**config.mk**
```make
export PLATFORM = sky130hd
export DESIGN_NAME = mul_pipe
export DESIGN_NICKNAME = d
export VERILOG_FILES = /design/src/rtl/mul_pkg.sv /design/src/rtl/mul_stage.sv /design/src/rtl/mul_pipe.sv
export SDC_FILE = /design/constraint.sdc
export NUM_CORES = 2
export LEC_CHECK = 0
export ABC_AREA = 1
export ABC_CLOCK_PERIOD_IN_PS = 10300
export BUFFER_PORTS_ARGS = -buffer_cell sky130_fd_sc_hd__buf_2
export CAP_MARGIN = 20
export CORE_MARGIN = 3
export CORE_UTILIZATION = 40
export CTS_BUF_LIST = sky130_fd_sc_hd__clkbuf_16
export DETAILED_ROUTE_END_ITERATION = 7
export PLACE_DENSITY = 0.62
export SYNTH_ARGS = -nofsm -noshare
export SYNTH_HDL_FRONTEND = slang
export SYNTH_SLANG_ARGS = --single-unit
```
**constraint.sdc**
```tcl
create_clock -name clk -period 10.3 [get_ports clk]
set_input_delay 1.545 -clock clk [delete_from_list [all_inputs] [get_ports clk]]
set_output_delay 1.545 -clock clk [all_outputs]
set_load 0.1 [all_outputs]
```
**src/rtl/mul_pkg.sv**
```systemverilog
// Shared constants, stage bundle types and helpers for the
// pipelined multiplier lane beside the ALU.
package mul_pkg;

  localparam int ADDR_W_DEFAULT      = 32;
  localparam int RD_W_DEFAULT        = 5;
  localparam int MUL_LATENCY_DEFAULT = 5;
  localparam int HALF_W              = ADDR_W_DEFAULT / 2;

  typedef struct packed {
    logic                    valid;
    logic [RD_W_DEFAULT-1:0] rd;
  } stage_ctl_t;

  typedef logic [2*ADDR_W_DEFAULT-1:0] mul_payload_t;

  function automatic logic [2**RD_W_DEFAULT-1:0] rd_onehot(
    input logic [RD_W_DEFAULT-1:0] rd
  );
    logic [2**RD_W_DEFAULT-1:0] oh;
    oh     = '0;
    oh[rd] = 1'b1;
    return oh;
  endfunction

endpackage

```
**src/rtl/mul_stage.sv**
```systemverilog
// One multiplier pipeline register: async clear, freeze on stall,
// bubble insertion on erase. Payload rides along with bubbles.
module mul_stage
  import mul_pkg::*;
#(
  parameter int RW = RD_W_DEFAULT,
  parameter int PW = 2 * ADDR_W_DEFAULT
) (
  input  logic          clk,
  input  logic          rst,
  input  logic          stall,
  input  logic          erase,
  input  logic          in_valid,
  input  logic [RW-1:0] in_rd,
  input  logic [PW-1:0] in_pay,
  output logic          out_valid,
  output logic [RW-1:0] out_rd,
  output logic [PW-1:0] out_pay
);

  logic          valid_q, valid_d;
  logic [RW-1:0] rd_q, rd_d;
  logic [PW-1:0] pay_q, pay_d;

  always_comb begin
    valid_d = valid_q;
    rd_d    = rd_q;
    pay_d   = pay_q;
    if (!stall) begin
      valid_d = in_valid && !erase;
      rd_d    = in_rd;
      pay_d   = in_pay;
    end
  end

  always_ff @(posedge clk or posedge rst) begin
    if (rst) begin
      valid_q <= 1'b0;
      rd_q    <= '0;
      pay_q   <= '0;
    end else begin
      valid_q <= valid_d;
      rd_q    <= rd_d;
      pay_q   <= pay_d;
    end
  end

  assign out_valid = valid_q;
  assign out_rd    = rd_q;
  assign out_pay   = pay_q;

endmodule

```
**src/rtl/mul_pipe.sv**
```systemverilog
// Fixed-latency M1..MN multiplier lane: split-half partial products,
// low-word result, in-flight destination mask for RAW stalls.
module mul_pipe
  import mul_pkg::*;
#(
  parameter int ADDRESS_SIZE     = ADDR_W_DEFAULT,
  parameter int REG_ADDRESS_SIZE = RD_W_DEFAULT,
  parameter int LATENCY          = MUL_LATENCY_DEFAULT
) (
  input  logic                          clk,
  input  logic                          reset,
  input  logic [ADDRESS_SIZE-1:0]       M_operand1,
  input  logic [ADDRESS_SIZE-1:0]       M_operand2,
  input  logic [REG_ADDRESS_SIZE-1:0]   M_rd,
  input  logic                          M_write,
  input  logic                          M_erase,
  input  logic                          M_stall,
  output logic [ADDRESS_SIZE-1:0]       M_result,
  output logic [REG_ADDRESS_SIZE-1:0]   M_Wat,
  output logic                          M_We,
  output logic [2**REG_ADDRESS_SIZE-1:0] M_pending,
  output logic                          M_busy
);

  localparam int W  = ADDRESS_SIZE;
  localparam int H  = W / 2;
  localparam int RW = REG_ADDRESS_SIZE;
  localparam int NR = 2 ** RW;
  localparam int PW = 2 * W;

  logic [LATENCY-1:0] v;
  logic [LATENCY-1:0] vin;
  logic [LATENCY-1:0] er;
  logic [RW-1:0]      rd   [LATENCY];
  logic [RW-1:0]      rdin [LATENCY];
  logic [PW-1:0]      pay  [LATENCY];
  logic [PW-1:0]      nxt  [LATENCY];

  always_comb begin
    vin     = '0;
    er      = '0;
    vin[0]  = M_write;
    er[0]   = M_erase;
    rdin[0] = M_rd;
    for (int i = 1; i < LATENCY; i++) begin
      vin[i]  = v[i-1];
      rdin[i] = rd[i-1];
    end
  end

  for (genvar i = 0; i < LATENCY; i++) begin : g_stage
    mul_stage #(
      .RW (RW),
      .PW (PW)
    ) u_stage (
      .clk       (clk),
      .rst       (reset),
      .stall     (M_stall),
      .erase     (er[i]),
      .in_valid  (vin[i]),
      .in_rd     (rdin[i]),
      .in_pay    (nxt[i]),
      .out_valid (v[i]),
      .out_rd    (rd[i]),
      .out_pay   (pay[i])
    );
  end

  // M1 payload is {op1, op2}; halves feed the M2 partial products
  logic [H-1:0] a_lo, a_hi, b_lo, b_hi;
  logic [W-1:0] m2_pp0;
  logic [H-1:0] m2_pp1, m2_pp2;

  always_comb begin
    a_lo   = pay[0][W+H-1:W];
    a_hi   = pay[0][PW-1:W+H];
    b_lo   = pay[0][H-1:0];
    b_hi   = pay[0][W-1:H];
    m2_pp0 = W'(a_lo) * W'(b_lo);
    m2_pp1 = a_lo * b_hi;
    m2_pp2 = a_hi * b_lo;
  end

  // a_hi*b_hi only touches bits >= W, so it is never formed
  logic [W-1:0] s_pp0, m3_sum;
  logic [H-1:0] s_pp1, s_pp2, s_mid;

  always_comb begin
    s_pp0  = pay[1][PW-1:W];
    s_pp1  = pay[1][W-1:H];
    s_pp2  = pay[1][H-1:0];
    s_mid  = s_pp1 + s_pp2;
    m3_sum = s_pp0 + {s_mid, {H{1'b0}}};
  end

  always_comb begin
    nxt[0] = {M_operand1, M_operand2};
    nxt[1] = {m2_pp0, m2_pp1, m2_pp2};
    nxt[2] = {{W{1'b0}}, m3_sum};
    for (int i = 3; i < LATENCY; i++) begin
      nxt[i] = pay[i-1];
    end
  end

  logic unused_hi;
  assign unused_hi = ^pay[LATENCY-1][PW-1:W];

  assign M_result = pay[LATENCY-1][W-1:0];
  assign M_Wat    = rd[LATENCY-1];
  assign M_We     = v[LATENCY-1] && (rd[LATENCY-1] != '0);
  assign M_busy   = |v;

  logic [NR-1:0] pend;

  always_comb begin
    pend = '0;
    for (int s = 0; s < LATENCY; s++) begin
      if (v[s] && rd[s] != '0) begin
        pend[rd[s]] = 1'b1;
      end
    end
  end

  assign M_pending = pend;

endmodule

```
**Yosys cells after proc, flatten, opt, wreduce, memory -nomap -nowiden**

Index checks and enable logic that the tools add are counted.
Widths: inputs -> output; s select.

- Flip-flop bits (word level): 254
- Latch bits: 0
- RAM bits: 0
- Bits in read-only memories: 0
- Bits of input ports: 74
- Output and inout bits: 71
- Logic and storage cells: 67
- Memories: 0

- Add/sub/neg operators: 2
- Multipliers: 3
- Divide/modulo/power cells: 0
- Magnitude comparators: 10
- Eq/ne operators: 0
- Shift-type cells: 0
- Mux-type cells: 15
- Bitwise operators: 4
- Reduce and logical (&&, ||, !) cells: 18

Operators with widths:

| kind | count |
|---|---|
| $mux 32 | 5 |
| $or 32x32->32 | 4 |
| $add 32x32->32 | 1 |
| $mul 16x16->16 | 2 |
| $mul 16x16->32 | 1 |
| $lt 5x6->1 const B | 5 |
| $demux 1 s5 | 5 |
| $ge 5x1->1 const B | 5 |
| $reduce_bool 5->1 | 5 |
| $add 16x16->16 | 1 |
| $logic_and 1x1->1 | 11 |
| $mux 1 | 5 |
| $reduce_or 5->1 | 1 |
| $logic_not 1->1 | 1 |

**Logic depth before layout (Yosys ltp)**

- Word-level depth: 13
- Mapped depth: 29
- Depth with buffers taken out: 28

**Cells and area by module**

A second synthesis with hierarchy kept.

- Cells, all modules: 4,361
- Area total of the unflattened synthesis: 33,618.5 µm²

By module, submodules not included:

| module | times used | cells an instance | area each (µm²) | sequential area each (µm²) |
|---|---|---|---|---|
| mul_pipe | 1 | 2,871 | 20,118.0 | 0.0 |
| mul_stage | 5 | 298 | 2,700.1 | 1,751.7 |

**Worst setup path after synthesis**

Ideal clock, no wire load.

- Path type: flip-flop to output port
- From: register g_stage[2].u_stage.rd_q[0]
- To: output port M_pending[1]
- Arrival time: 4.214 ns
- Slack: 4.541 ns
- Stages on the path, launching flop included: 5
- Cells stage by stage: dfrtp_1 > inv_1 > nor2_1 > inv_1 > o311ai_0

- Longest elaborated chain between the ends: 10
- Elaborated cells on any way between the ends: 13
- Classes of those cells: 2 x order compare; 5 x mux; 3 x bitwise; 3 x reduce/logical

RTL lines:

| what | RTL line | RTL |
|---|---|---|
| start: declaration | mul_stage.sv:22 | `logic [RW-1:0] rd_q, rd_d;` |
| start signal: assignment | mul_stage.sv:43 | `rd_q <= rd_d;` |
| $lt 5x6->1 (not written as such) or $ge 5x1->1 (tied branches) | mul_pipe.sv:119 | `pend[rd[s]] = 1'b1;` |
| $logic_and 1x1->1 (not written as such) | mul_pipe.sv:119 |  |
| $mux 1 (not written as such) | mul_pipe.sv:119 |  |
| $demux 1 s5 | mul_pipe.sv:119 |  |
| $or 32x32->32 (no line) | -- |  |
| $mux 32 * | mul_pipe.sv:118 | `if (v[s] && rd[s] != '0) begin` |
| $or 32x32->32 (no line) | -- |  |
| $mux 32 * | mul_pipe.sv:118 |  |
| $or 32x32->32 (no line) | -- |  |
| $mux 32 * | mul_pipe.sv:118 |  |
| end: declaration | mul_pipe.sv:21 | `output logic [2**REG_ADDRESS_SIZE-1:0] M_pending,` |

Mark *: on every way between the ends. The rest lies on a longest branch, timed or not.

**Worst setup path after layout**

- From: register g_stage[0].u_stage.pay_q[39]
- To: register g_stage[1].u_stage.pay_q[57]

- Longest elaborated chain between the ends: 1

RTL lines:

| what | RTL line | RTL |
|---|---|---|
| start: declaration | mul_stage.sv:23 | `logic [PW-1:0] pay_q, pay_d;` |
| start signal: assignment | mul_stage.sv:44 | `pay_q <= pay_d;` |
| $mul 16x16->32 | mul_pipe.sv:79 | `m2_pp0 = W'(a_lo) * W'(b_lo);` |
| end signal: assignment | mul_stage.sv:44 |  |
| end: declaration | mul_stage.sv:23 |  |

No other way between the ends.
A chain may end at the register's enable or synchronous reset.

==> flow_summary.toml <==
[run_status]
status = "finished clean"

[timing]
worst_slew_pin_slew_ps = 1140
slew_headroom = 0.237
max_freq_mhz = 164
final_max_slew_viol_count = 0
period_share = 0.592
setup_viol = 0
min_period_ps = 6100
finalHoldViolCount = 0
fin_worst_skew_ps = 28.8
final.setup.tns_ps = 0
rsz0062_at_grt = "false"

[yosys]
synth-compound-area-share = 0.0703
syn-mean-instance-area_um2 = 7.48
ys_seq_area_frac = 0.216
synth_xor_xnor_area_share = 0.0131
synth_nets = 4592
synth_cell_types = 56
yosysWarningCount = 0
synth_area_um2 = 29400
synthArstFlopShare = 1.00
synthMuxAreaShare = 0
synth_edf_count = 0
yosys.area_share.simple = 0.229
synth-adder-area-share = 0.341
synth_top_family_by_area = "adder cells"
netlist_instances = 3930
synth-seq-cells = 254
synth_ff_type = "dfrtp_1"

[placed_design]
io_buffers = 143
dp_hpwl_um = 59700
globalplace.congestion = 0.933
place_inst = 4878

[detailed_routing]
wl_per_cell_um = 16.3
routed_wl_um = 80500
vias_per_cell = 4.96
vias = 24500
drc = 0
drt_first_iter_violations = 1841
firstDrtPassIters = 6
ant_nets = 0

[clocking]
cts_tree = "yes"
cts_inserted_buffers = 34
cts-root-buf = "clkbuf_16"
htreeDepth = 2
clock_latency_ps = 560
cts_buffer_depth = 3
clk_pin_slew_ps = 70
post_cts_resized = 0
numClockSinks = 254
cts_setup_buffers = 0
cts.hold.buffers_added = 0

[worst_setup_path]
path_cells = "nand2_1 -> fa_1 -> inv_1 -> fa_1 -> inv_1 -> fa_1 -> inv_1 -> fa_1 -> fa_1 -> inv_1 -> fa_1 -> inv_1 -> ha_1 -> a21oi_2 -> o21ai_1 -> a21oi_1 -> nand3_2 -> a21o_1 -> or2_1 -> nand3_1 -> nand2_1"
cp-start-kind = "flop"
crit_fanout = 26
worstSetupEndpointType = "flop"
critPathRequiredTime_ps = 10740
path_class = "reg -> reg"
slowest_stage = "dfrtp_1"
critical_path_arrival_ps = 6540
critical-path-top-cell-by-count = "fa_1"
critPathMaxStageDelay_ps = 1100
critPathBufInv = 5
cp_top_family = "adder cells"

[floorplanning]
core-area_um2 = 72100
pin_count = 145
start_util = 0.408
die_x_um = 277
chipHeight_um = 277
die_area_um2 = 76800
rows = 98

[global_routing]
met3_usage = 0.0266
track_usage = 0.214
overflow = 0
grt_pass1_vias = 24900
grtUsageMet1 = 0.307
grt_use_met2 = 0.338
grt_pass1_wl_um = 133000
antenna_found_initial = 0
grt_max_degree = 139
grt.busiest_layer = "met2"

[flow_run]
drv_cap = 0

[layout]
fin_cells = 4938
area_growth_pct = 9.00
fillers = 7417
layout.nets = 4628
antennaDiodeCount = 0
drive_gt1_frac = 0.0662

[pwr]
p_leak_nw = 18.5
peakVddDrop_mv = 0.265
p_per_area_nw_per_um2 = 323

[hold_path]
hp-class = "reg -> reg"
[worst min-delay path: cells and delay by family (launching register included)]
family	cells	cell delay [ps]
DFF	1	340
and+or+nand+nor	2	90
[layout make-up]
cell class	instances	area [um2]	share of cell area
multi-input cells	2669	19200	0.599
repair buffers	172	983	0.0307
clock buffers	35	876	0.0273
flip-flops and latches	254	6360	0.198
well taps	950	1190	0.0371
clock inverters	23	284	0.00886
inverters	835	3150	0.0983
[registers in the layout (all words and copies together) (netlist names)]
name                       flops
g_stage.u_stage.out_pay      224
g_stage.u_stage.out_valid      5
g_stage.u_stage.out_rd        25
[logic make-up (layout without fill, tap and decap cells)]
kind of cell | after synthesis | in the layout
other cells | 1 | 1
buf+inv | 1007 | 1065
xor+xnor | 44 | 44
simple gates | 1686 | 1686
flops | 254 | 254
compound gates | 350 | 350
fa+ha+maj | 588 | 588
[cell usage in the layout, fill, tap and decap left out, drive strengths merged, types with 15 or more instances in the layout]
master	n
o21ai	146
xnor2	18
nand2	1379
ha	232
nand4	15
buf	172
xor2	26
dfrtp	254
o22ai	15
nor3	42
a21oi	105
a31oi	16
nand3	112
fa	356
clkbuf	35
nor2	107
inv	843
[metal layers]
metal,part of all wire,up-vias
met5,0,-
met4,0.028,0
met3,0.059,132
met2,0.44,736
met1,0.47,11700
li1,-,11900
[stage by stage]
stage / hold slack (ps) / cell area (um2) / total power [mW] / util / worst slack, ps
final: 460 / 32000 / 10.3 / 0.444 / 4200
after global routing: 483 / 32000 / 11.6 / 0.444 / 3770
after CTS: 460 / 32000 / 10.4 / 0.444 / 4190
after detailed placement: 451 / 30800 / 9.02 / 0.428 / 4190
after global placement: 452 / 30800 / 8.93 / 0.428 / 4280
after floorplan: 442 / 29400 / 7.24 / - / 1770
[cell usage after synthesis (18+ instances only)]
library cell,number,area (um2)
buf_1,19,71.3
clkbuf_1,125,469
fa_1,356,7130
nor3_1,36,180
nor2_1,105,394
xnor2_1,18,158
o21ai_0,124,621
a21oi_1,100,500
nand3_1,110,551
buf_2,22,110
nand2_1,1371,5150
xor2_1,26,228
inv_1,830,3120
dfrtp_1,254,6360
ha_1,232,2900
[power breakdown]
group,internal (mW),switching [mW]
Combinational,2.68,4.80
Sequential,1.30,0.286
Clock,0.768,0.496
[final timing paths]
kind	to	depth (start not counted)	start	slack, ps
min in group asynchronous	g_stage[4].u_stage.out_pay[0]	2	reset	1140
min	g_stage[4].u_stage.out_pay[18]	2	g_stage[3].u_stage.out_pay[18]	460
max reg2reg	g_stage[1].u_stage.out_pay[57]	21	g_stage[0].u_stage.out_pay[39]	4200
max in group asynchronous	g_stage[0].u_stage.out_pay[24]	3	reset	7650
max	g_stage[1].u_stage.out_pay[57]	21	g_stage[0].u_stage.out_pay[39]	4200
min reg2reg	g_stage[4].u_stage.out_pay[18]	2	g_stage[3].u_stage.out_pay[18]	460
Note: power is estimated with default switching activity, not from simulation.
